**src/rtl/mult_seq_pkg.sv**
```systemverilog
// Shared types and helpers for the sequential multiplier: FSM state encoding,
// the residue width, and the mod-3 step and multiply helpers.
package mult_seq_pkg;

   typedef enum logic [1:0] {
      IDLE = 2'd0,
      BUSY = 2'd1,
      DONE = 2'd2
   } state_t;

   localparam int RES_W = 2;

   // Folding in one more bit MSB-first: new residue = (2*r + bit) mod 3.
   function automatic logic [RES_W-1:0] mod3_step(input logic [RES_W-1:0] r,
                                                  input logic bit_in);
      logic [2:0] v;
      logic [RES_W-1:0] res;
      v = {r, bit_in};
      case (v)
         3'd0, 3'd3: res = 2'd0;
         3'd1, 3'd4: res = 2'd1;
         3'd2, 3'd5: res = 2'd2;
         default:    res = 2'd0;
      endcase
      return res;
   endfunction

   function automatic logic [RES_W-1:0] mod3_mul(input logic [RES_W-1:0] ra,
                                                 input logic [RES_W-1:0] rb);
      logic [3:0] p;
      logic [RES_W-1:0] res;
      p = {2'b00, ra} * {2'b00, rb};
      case (p)
         4'd0, 4'd3, 4'd6, 4'd9: res = 2'd0;
         4'd1, 4'd4, 4'd7:       res = 2'd1;
         4'd2, 4'd5, 4'd8:       res = 2'd2;
         default:                res = 2'd0;
      endcase
      return res;
   endfunction

endpackage

```
**src/rtl/mult_seq_mod3_residue.sv**
```systemverilog
// Combinational mod-3 residue of an unsigned word of parametrised width,
// folded MSB-first one bit at a time.
module mod3_residue
   import mult_seq_pkg::*;
#(
   parameter int WIDTH_IN = 4
) (
   input  logic [WIDTH_IN-1:0] i_x,
   output logic [RES_W-1:0]    o_res
);

   logic [RES_W-1:0] w_res;

   always_comb begin
      w_res = '0;
      for (int i = WIDTH_IN - 1; i >= 0; i--) begin
         w_res = mod3_step(w_res, i_x[i]);
      end
      o_res = w_res;
   end

endmodule

```
**src/rtl/mult_seq_resilient.sv**
```systemverilog
// Radix-2 shift-add sequential multiplier with valid/ready handshakes and an
// optional mod-3 residue check on the product (enabled by RESIDUE_CHECK_EN).
//
//  state | meaning
//  IDLE  | waiting for an operand pair, in_ready=1
//  BUSY  | one shift-add step per cycle, WIDTH steps
//  DONE  | product held with out_valid=1 until out_ready
module mult_seq_resilient
   import mult_seq_pkg::*;
#(
   parameter int WIDTH = 4
) (
   input  logic               clk,
   input  logic               rst,
   input  logic               in_valid,
   output logic               in_ready,
   input  logic [WIDTH-1:0]   a,
   input  logic [WIDTH-1:0]   b,
   output logic               out_valid,
   input  logic               out_ready,
   output logic [2*WIDTH-1:0] product,
   output logic               fault
);

   localparam int CW = $clog2(WIDTH + 1);
   localparam logic [CW-1:0] LAST_STEP = CW'(WIDTH - 1);

   state_t r_state;
   state_t w_state_nxt;

   logic [2*WIDTH:0]   r_acc;
   logic [2*WIDTH-1:0] r_mcand;
   logic [WIDTH-1:0]   r_mplier;
   logic [CW-1:0]      r_cnt;
   logic               w_accept;
   logic               w_step;

   assign w_accept = (r_state == IDLE) && in_valid;
   assign w_step   = (r_state == BUSY);

   always_ff @(posedge clk) begin
      if (rst) r_state <= IDLE;
      else     r_state <= w_state_nxt;
   end

   always_comb begin
      w_state_nxt = r_state;
      case (r_state)
         IDLE:    if (in_valid) w_state_nxt = BUSY;
         BUSY:    if (r_cnt == LAST_STEP) w_state_nxt = DONE;
         DONE:    if (out_ready) w_state_nxt = IDLE;
         default: w_state_nxt = IDLE;
      endcase
   end

   // Multiplicand shifts left while the multiplier is consumed LSB-first.
   always_ff @(posedge clk) begin
      if (rst) begin
         r_acc    <= '0;
         r_mcand  <= '0;
         r_mplier <= '0;
         r_cnt    <= '0;
      end else if (w_accept) begin
         r_acc    <= '0;
         r_mcand  <= {{WIDTH{1'b0}}, a};
         r_mplier <= b;
         r_cnt    <= '0;
      end else if (w_step) begin
         if (r_mplier[0]) r_acc <= r_acc + {1'b0, r_mcand};
         r_mcand  <= r_mcand << 1;
         r_mplier <= r_mplier >> 1;
         r_cnt    <= r_cnt + CW'(1);
      end
   end

   assign in_ready  = (r_state == IDLE);
   assign out_valid = (r_state == DONE);
   assign product   = r_acc[2*WIDTH-1:0];

`ifdef RESIDUE_CHECK_EN
   logic [RES_W-1:0] w_ra;
   logic [RES_W-1:0] w_rb;
   logic [RES_W-1:0] w_rp;
   logic [RES_W-1:0] r_ra;
   logic [RES_W-1:0] r_rb;

   mod3_residue #(.WIDTH_IN(WIDTH)) u_res_a (.i_x(a), .o_res(w_ra));
   mod3_residue #(.WIDTH_IN(WIDTH)) u_res_b (.i_x(b), .o_res(w_rb));
   mod3_residue #(.WIDTH_IN(2*WIDTH)) u_res_p (.i_x(product), .o_res(w_rp));

   always_ff @(posedge clk) begin
      if (rst) begin
         r_ra <= '0;
         r_rb <= '0;
      end else if (w_accept) begin
         r_ra <= w_ra;
         r_rb <= w_rb;
      end
   end

   assign fault = out_valid && (w_rp != mod3_mul(r_ra, r_rb));
`else
   assign fault = 1'b0;
`endif

endmodule

```
**config.mk**
```make
export PLATFORM = sky130hd
export DESIGN_NAME = mult_seq_resilient
export DESIGN_NICKNAME = d
export VERILOG_FILES = /design/src/rtl/mult_seq_pkg.sv /design/src/rtl/mult_seq_mod3_residue.sv /design/src/rtl/mult_seq_resilient.sv
export SDC_FILE = /design/constraint.sdc
export NUM_CORES = 1
export LEC_CHECK = 0
export ABC_AREA = 1
export CORE_MARGIN = 2
export CORE_UTILIZATION = 40
export CTS_BUF_LIST = sky130_fd_sc_hd__clkbuf_4 sky130_fd_sc_hd__clkbuf_8
export CTS_CLUSTER_SIZE = 30
export DETAILED_ROUTE_END_ITERATION = 10
export GPL_ROUTABILITY_DRIVEN = 1
export SLEW_MARGIN = 20
export SYNTH_ARGS = -nofsm -noshare
export SYNTH_HDL_FRONTEND = slang
export SYNTH_SLANG_ARGS = --single-unit
```
**constraint.sdc**
```tcl
create_clock -name clk -period 3.53 [get_ports clk]
set_input_delay 0.706 -clock clk [delete_from_list [all_inputs] [get_ports clk]]
set_output_delay 0.706 -clock clk [all_outputs]
set_load 0.01 [all_outputs]
```
==> impl_metrics.yaml, run 1 <==
synth:
  avgSynthCellArea_um2: 7.37
  synthTopCellsByArea: "dfxtp_1 36%, nand2_1 17%, ha_1 8.2%, inv_1 5.7%, a21oi_1 4.7%"
  synthDistinctLibCells: 30
  ys_ff_latch: 25
  yosysTopAreaCellShare: 0.363
  seq_area_frac_synth: 0.363
  yosys_warnings: 0
  syn-num-nets: 209
  synth.largest_area_cell: "dfxtp_1"
  syn_inst: 187
  netlist_area_um2: 1380
die:
  die_w_um: 62.7
  initial_utilization: 0.416
  ioPinCount: 23
  die_h_um: 62.7
  rows: 21
  die-area_um2: 3930
  core_region_area_um2: 3310
setup_path:
  endpoint_kind: "primary output"
  r2r_start: "r_mcand[0]$_SDFFE_PP0P_"
  start_kind: "flop"
  worstPathMaxFanout: 3
  crit_start: "r_state[1]$_SDFFE_PP0P_"
  r2r_cells: 11
  crit_required_ns: 2.82
  crit_arrival_ns: 1.55
  r2r-end: "r_acc[6]$_SDFFE_PP0P_"
  crit_type: "reg -> out"
  reg2reg_slack_ns: 1.89
flow_run:
  maxCapViolCount: 0
global_routing:
  grt_usage: 0.143
  antenna_found_initial: 0
  grt.overflow.total: 0
  grt_pass1_wl_um: 4580
  grt_max_degree: 16
  grt_pass1_vias: 1046
power_and_ir_drop:
  vdd_ir_drop_max_mv: 0.172
  power_frac_clock: 0.270
  combPwrFrac: 0.146
  pwr-share-seq: 0.584
  p_int_w: 0.000370
  swShare: 0.283
  leakage_nw: 0.719
  power_density_nw_per_um2: 315
  p_sw_w: 0.000146
detailed_routing:
  ant_nets: 0
  dr_total_vias: 1182
  drt_first_pass_iters: 4
  routed_wl_um: 2610
  drc: 0
  via_per_inst: 4.67
  drtIter0Drc: 27
  drt-wirelength-per-cell_um: 10.3
hold_path:
  whs_path_depth: 2
  hold_path_class: "reg -> reg"
  min-delay-start: "r_mplier[3]$_SDFFE_PP0P_"
  hold_end: "r_mplier[3]$_SDFFE_PP0P_"
timing:
  period_share: 0.639
  tns_ns: 0
  setup_viol: 0
  fmax_ghz: 0.443
  skew_ns: 0.00817
  hold_violations: 0
  worstMarginPinSlew_ns: 0.895
  slew_headroom: 0.400
  rsz0062_at_grt: "false"
  fin_hold_ws_ns: 0.471
  maxSlewViolCount: 0
  period_needed_ns: 2.26
clock_network:
  clk-insertion-delay-late_ns: 0.33
  post-cts-setup-buffers: 0
  cts_tree: "built"
  clock_path_buffers: 2
  cts.hold.buffers_added: 0
  cts.root.buffer_cell: "clkbuf_4"
  clk_pin_slew_ns: 0.16
  cts.sinks: 25
  h-tree-depth: 1
  cts_made_buffers: 3
  cts-resized-gates: 0
finish:
  nets: 230
  n_fill_cell: 362
  antennaDiodeCount: 0
  final_common_cell: "nand2_1"
  drive_gt1_frac: 0.0725
  area_growth_syn_to_layout_pct: 18.8
  layout_common_cells: "63 x nand2_1, 25 x dfxtp_1, 21 x inv_1, 21 x clkdlybuf4s50_1, 13 x a21oi_1"
placement:
  dp_hpwl_um: 2040
  globalplace.congestion: 0.826
  port-buffer-count: 21
status:
  status: "finished, final reports clean"
## cell type report
type / count / area (um^2) / area share
Inverter: 24 / 97.6 / 0.0596
Sequential cell: 25 / 500 / 0.306
Clock inverter: 1 / 7.51 / 0.00459
Timing Repair Buffer: 21 / 210 / 0.128
Clock buffer: 3 / 22.5 / 0.0138
Multi-Input combinational cell: 133 / 741 / 0.453
Tap cell: 46 / 57.6 / 0.0352
## logic make-up after synthesis
| kind of cell | Yosys count | synth area share |
|---|---|---|
| flip-flops | 25 | 0.363 |
| AO/OA/AOI/OAI | 29 | 0.124 |
| adder cells (fa/ha/maj) | 10 | 0.0963 |
| XOR/XNOR | 3 | 0.0191 |
| other | 1 | 0.00272 |
| AND/OR/NAND/NOR | 90 | 0.296 |
| buffers and inverters | 29 | 0.0990 |
## critical path: stages, from the launching register on
cell	delay, ns
dfxtp_1	0.40
inv_1	0.10
nor2_1	0.15
clkdlybuf4s50_1	0.57
## flip-flops by register name, indices dropped and copies added, names as in the netlist
name,flops
r_acc,8
r_cnt,3
r_mcand,8
r_mplier,4
r_state,2
## cells in the mapped netlist
library cell / number
nand2_1: 63
dfxtp_1: 25
inv_1: 21
a21oi_1: 13
ha_1: 9
nor2_1: 9
nand3_1: 7
a31oi_1: 6
o21a_1: 5
nand3b_1: 3
o21ai_1: 3
buf_4: 2
nand2_4: 2
or2_2: 2
xor2_1: 2
and2_1: 1
buf_2: 1
buf_8: 1
clkbuf_1: 1
conb_1: 1
fa_1: 1
inv_2: 1
inv_4: 1
inv_6: 1
nor2_2: 1
nor2_8: 1
nor3b_2: 1
o21ai_0: 1
o21ba_2: 1
xnor2_1: 1
## stage by stage
stage	util	cell area, um^2	worst slack [ns]	total power [W]	std cells
after floorplan	-	1380	1.97	0.000358	187
after global placement	0.485	1610	1.18	0.000382	249
after detailed placement	0.485	1610	1.09	0.000384	249
after CTS	0.494	1640	1.26	0.000520	253
after global routing	0.494	1640	1.16	0.000540	253
final	0.494	1640	1.27	0.000516	253
## how the worst max path moves through the flow
stage | end | slack (ns) | cells after the start
floorplan | r_acc[4]$_SDFFE_PP0P_ | 1.97 | 10
global placement | r_mplier[2]$_SDFFE_PP0P_ | 1.18 | 5
detailed placement | r_mcand[2]$_SDFFE_PP0P_ | 1.09 | 5
CTS | out_valid | 1.26 | 3
global route | out_valid | 1.16 | 3
finish | out_valid | 1.27 | 3
## power by group through the flow
stage                     clock network, W   logic, W  registers [W]
after floorplan                          0  0.0000512       0.000306
after global placement                   0  0.0000743       0.000308
after detailed placement                 0  0.0000761       0.000308
after CTS                         0.000142  0.0000762       0.000302
after global routing              0.000153  0.0000847       0.000303
final                             0.000139  0.0000754       0.000302
## metal layers
layer  up-vias  GRT usage  part of all wire
li1        633          -                 -
met1       520      0.195              0.50
met2        25      0.228              0.45
met3         4     0.0216             0.034
met4         0     0.0528             0.018
met5         -          0                 0
Power figures use the tool's default switching activity.
==> inputs of run 2 (changes only) <==
clock period = 2.1 ns   (was 3.53 ns; I/O delays follow)
==> run 2 against run 1 <==
Net effect:
- first-iteration DRC count increased by 59%
- critical path type unchanged
- design area increased by 0.92%
- combinational power increased by 75%
==> impl_metrics.yaml, run 2 (synthesized netlist as in run 1, its figures left out) <==
timing:
  period_share: 0.917
  tns_ns: 0
  skew_ns: 0.00388
  setup_viol: 0
  period_needed_ns: 1.93
  rsz0062_at_grt: "false"
  hold_violations: 0
  fmax_ghz: 0.519
  maxSlewViolCount: 0
  setup_ws_ns: 0.174
detailed_routing:
  drc: 0
  ant_nets: 0
  drt_first_pass_iters: 4
  drt-wirelength-per-cell_um: 10.4
  via_per_inst: 4.69
  routed_wl_um: 2650
  drtIter0Drc: 43
  dr_total_vias: 1196
placement:
  port-buffer-count: 21
  globalplace.congestion: 0.819
  dp_hpwl_um: 2000
  pre_cts_ws_ns: 0.352
  placed_area_um2: 1620
die:
  die_w_um: 62.7
  rows: 21
  die_h_um: 62.7
  initial_utilization: 0.416
  die-area_um2: 3930
  core_region_area_um2: 3310
  ioPinCount: 23
setup_path:
  cpLargestDelayFamily: "buffers and inverters"
  start_kind: "flop"
  crit_slowest_cell: "clkdlybuf4s50_1"
  endpoint_kind: "primary output"
  crit_type: "reg -> out"
  crit_required_ns: 1.68
  critical_path.cell_chain: "inv_1 -> nor2_1 -> clkdlybuf4s50_1"
  worstPathBufferInverterCount: 2
  critical-path-max-stage-delay_ns: 0.56
  crit_arrival_ns: 1.51
  worstPathMaxFanout: 3
global_routing:
  grt_pass1_vias: 1111
  grtUsageMet2: 0.247
  grt_pass1_wl_um: 4600
  grt_max_degree: 16
  gr-max-usage-layer: "met2"
  use_met1: 0.175
  use_met3: 0.0396
  antenna_found_initial: 0
  grt_usage: 0.142
  grt.overflow.total: 0
clock_network:
  cts.sinks: 25
  clk_pin_slew_ns: 0.13
  cts.hold.buffers_added: 0
  h-tree-depth: 1
  clk-insertion-delay-late_ns: 0.31
  cts-resized-gates: 0
  post-cts-setup-buffers: 0
  cts_made_buffers: 3
  cts.root.buffer_cell: "clkbuf_4"
  cts_tree: "built"
  clock_path_buffers: 2
finish:
  layout_common_cells: "63 x nand2_1, 25 x dfxtp_1, 21 x inv_1, 21 x clkdlybuf4s50_1, 13 x a21oi_1"
  drive_gt1_frac: 0.0813
  reg.largest.list: "r_acc: 8 flops, r_mcand: 8 flops, r_mplier: 4 flops"
  multi_input_area_um2: 741
  n_fill_cell: 351
  final_common_cell: "nand2_1"
  seqCellArea_um2: 500
  area_growth_syn_to_layout_pct: 19.9
  fin_area_um2: 1650
  nets: 232
  antennaDiodeCount: 0
power_and_ir_drop:
  vdd_ir_drop_max_mv: 0.366
  leakage_nw: 0.733
  power_density_nw_per_um2: 525
hold_path:
  hold_path_class: "reg -> reg"
status:
  status: "finished, final reports clean"
flow_run:
  maxCapViolCount: 0
run 2: cell types whose count changed in the layout (fill, tap and decap cells not counted):
| cell | before | now |
|---|---|---|
| buf_4 | 0 | 2 |
| clkbuf_4 | 3 | 4 |
| clkinvlp_4 | 1 | 0 |
run 2: layout make-up:
type                       count  area share
sequential                    25       0.303
inverter                      24      0.0591
tap                           46      0.0348
multi-input combinational    133       0.448
timing repair buffer          23       0.136
clock buffer                   4      0.0182
run 2: routing by layer:
metal  vias up  wire length (um)
met1       527              1290
met3         2               130
met2        28              1210
li1        639                 -
met4         0                17
met5         -                 0
run 2: worst paths after layout:
| check | from | end | slack, ns | cells past startpoint |
|---|---|---|---|---|
| setup / recovery | r_state[1]$_SDFFE_PP0P_ | out_valid | 0.17 | 3 |
| hold / removal | r_mplier[3]$_SDFFE_PP0P_ | r_mplier[3]$_SDFFE_PP0P_ | 0.47 | 2 |
| setup reg to reg | r_mcand[0]$_SDFFE_PP0P_ | r_acc[6]$_SDFFE_PP0P_ | 0.48 | 11 |
| hold reg to reg | r_mplier[3]$_SDFFE_PP0P_ | r_mplier[3]$_SDFFE_PP0P_ | 0.47 | 2 |
run 2: worst register-to-register path: stages, from the launching register on:
cell and delay (ns):
dfxtp_1 0.38, ha_1 0.17, inv_1 0.05, fa_1 0.40, inv_1 0.07, nand2_1 0.04
nand2_1 0.08, nand3b_1 0.10, nand3_1 0.08, nand3_1 0.08, nand2_1 0.06, inv_1 0.03
run 2: through the flow:
step	cells	total power (W)	util	hold WS [ns]
floorplan	187	0.000601	-	0.439
global route	255	0.000917	0.499	0.493
detailed placement	251	0.000649	0.490	0.453
finish	255	0.000866	0.499	0.470
global placement	251	0.000645	0.490	0.454
CTS	255	0.000881	0.499	0.473
run 2: where the power goes:
| part | switching, W | internal, W |
|---|---|---|
| sequential | 0.0000151 | 0.000492 |
| combinational | 0.0000709 | 0.0000608 |
| clock | 0.000141 | 0.0000871 |
==> inputs of run 3 (changes only) <==
CELL_PAD_IN_SITES_DETAIL_PLACEMENT = 1   (was default)
CELL_PAD_IN_SITES_GLOBAL_PLACEMENT = 1   (was default)
CORE_ASPECT_RATIO = 0.7   (was default)
CORE_UTILIZATION = 39   (was 40)
PLACE_DENSITY_LB_ADDON = 0.1   (was default)
==> run 3 against run 2 <==
Net effect:
- design area rose by 0.99%
- clock power up 35%
- fmax is 3.9% higher
- wire length rose by 27%
- register-to-register slack lost 0.11 ns
- critical path type unchanged
- combinational power about the same
- first-iteration DRC count is 37% lower
- flip-flop and latch count stayed put
- largest power group unchanged
- sequential share of layout area shrank 0.30 points
- total power is 9.4% higher
==> impl_metrics.yaml, run 3 (synthesized netlist as in run 1, its figures left out) <==
status:
  status: "finished, final reports clean"
timing:
  rsz0062_at_grt: "false"
  setup_viol: 0
  hold_violations: 0
  fin_hold_ws_ns: 0.473
  slew_headroom: 0.632
  worstMarginPinSlew_ns: 0.551
  maxSlewViolCount: 0
  skew_ns: 0.00655
  fmax_ghz: 0.539
  tns_ns: 0
  period_needed_ns: 1.85
  period_share: 0.883
global_routing:
  grt.overflow.total: 0
  antenna_found_initial: 0
  grt_pass1_vias: 1197
  grt_usage: 0.184
  grt_pass1_wl_um: 5540
  grt_max_degree: 16
setup_path:
  critical_path.cell_chain: "inv_1 -> nor2_1 -> clkdlybuf4s50_1"
  worstPathMaxFanout: 3
  critical-path-max-stage-delay_ns: 0.55
  cpLargestDelayFamily: "buffers and inverters"
  crit_slowest_cell: "clkdlybuf4s50_1"
  start_kind: "flop"
  crit_start: "r_state[1]$_SDFFE_PP0P_"
  crit_type: "reg -> out"
  crit_required_ns: 1.68
  crit_arrival_ns: 1.43
  endpoint_kind: "primary output"
  r2r_start: "r_acc[0]$_SDFFE_PP0P_"
  worstPathBufferInverterCount: 2
detailed_routing:
  dr_total_vias: 1220
  via_per_inst: 4.73
  wl_met1_um: 1670
  drt-wirelength-per-cell_um: 13.0
  drt_first_pass_iters: 4
  routed_wl_um: 3360
  ant_nets: 0
  drtIter0Drc: 27
  highest_layer: "met4"
  wl_met3_um: 131
  drc: 0
  dr_wl_met2_um: 1540
die:
  rows: 18
  ioPinCount: 23
  die_h_um: 53.7
  initial_utilization: 0.400
  core_region_area_um2: 3450
  die-area_um2: 4030
  die_w_um: 75.0
power_and_ir_drop:
  pwr-share-seq: 0.535
  leakage_nw: 0.731
  power_w: 0.000948
  p_sw_w: 0.000262
  power_frac_clock: 0.323
  vdd_ir_drop_max_mv: 0.329
  combPwrFrac: 0.142
  swShare: 0.276
  p_int_w: 0.000686
  power_density_nw_per_um2: 568
flow_run:
  maxCapViolCount: 0
clock_network:
  cts-resized-gates: 0
  post-cts-setup-buffers: 0
  h-tree-depth: 1
  cts.hold.buffers_added: 0
  cts_made_buffers: 3
  clk-insertion-delay-late_ns: 0.28
  clk_pin_slew_ns: 0.10
  cts.sinks: 25
  cts.root.buffer_cell: "clkbuf_8"
  cts_tree: "built"
  clock_path_buffers: 2
finish:
  reg.largest.list: "r_acc: 8 flops, r_mcand: 8 flops, r_mplier: 4 flops"
  area_growth_syn_to_layout_pct: 21.1
  antennaDiodeCount: 0
  drive_gt1_frac: 0.0769
  nets: 231
  postLayoutCoreUtil: 0.484
  final_common_cell: "nand2_1"
  layout_common_cells: "63 x nand2_1, 25 x dfxtp_1, 21 x inv_1, 21 x clkdlybuf4s50_1, 13 x a21oi_1"
hold_path:
  min-delay-start: "r_cnt[1]$_SDFFE_PP0N_"
  hold_path_class: "reg -> reg"
placement:
  globalplace.congestion: 0.764
  port-buffer-count: 21
  dp_hpwl_um: 2490
==> run 3: changes by cell type in the layout (fill, tap and decap cells not counted), sizes merged <==
cell,change
buf,-1
clkinvlp,+1
clkbuf,-1
==> run 3: routing by layer <==
layer | GRT usage | up-vias
met1 | 0.251 | 563
met3 | 0.0524 | 6
met2 | 0.292 | 21
met5 | 0 | -
li1 | - | 630
met4 | 0.0387 | 0
==> run 3: stage by stage <==
stage | instance area, um^2 | cells | setup slack (ns)
after global routing | 1670 | 258 | 0.156
after detailed placement | 1620 | 254 | 0.296
final | 1670 | 258 | 0.246
after floorplan | 1380 | 187 | 0.539
after CTS | 1670 | 258 | 0.232
after global placement | 1620 | 254 | 0.377
==> run 3: cell type report <==
cell class	instances	area [um^2]
fillers	453	1780
multi-input cells	133	741
flip-flops and latches	25	500
repair buffers	22	218
inverters	24	97.6
well taps	50	62.6
clock buffers	3	41.3
clock inverters	1	7.51
==> run 3: worst paths after layout <==
kind                                         endpoint  slack [ns]  cells after the start
worst max-delay path                        out_valid        0.25                      3
worst min-delay path            r_cnt[1]$_SDFFE_PP0N_        0.47                      2
worst max register to register  r_acc[4]$_SDFFE_PP0P_        0.37                     10
worst min register to register  r_cnt[1]$_SDFFE_PP0N_        0.47                      2
==> run 3: power groups by stage <==
stage	clock network [W]	registers [W]	logic (W)
2_1_floorplan	0	0.000515	0.0000861
3_3_place_gp	0	0.000517	0.000129
3_5_place_dp	0	0.000518	0.000135
4_1_cts	0.000314	0.000508	0.000136
5_1_grt	0.000333	0.000510	0.000149
6_report	0.000307	0.000507	0.000134
==> run 3: worst min-delay path, stage by stage (launching register included) <==
cell     delay [ns]
dfxtp_1        0.32
nand2_1        0.06
a21oi_1        0.05
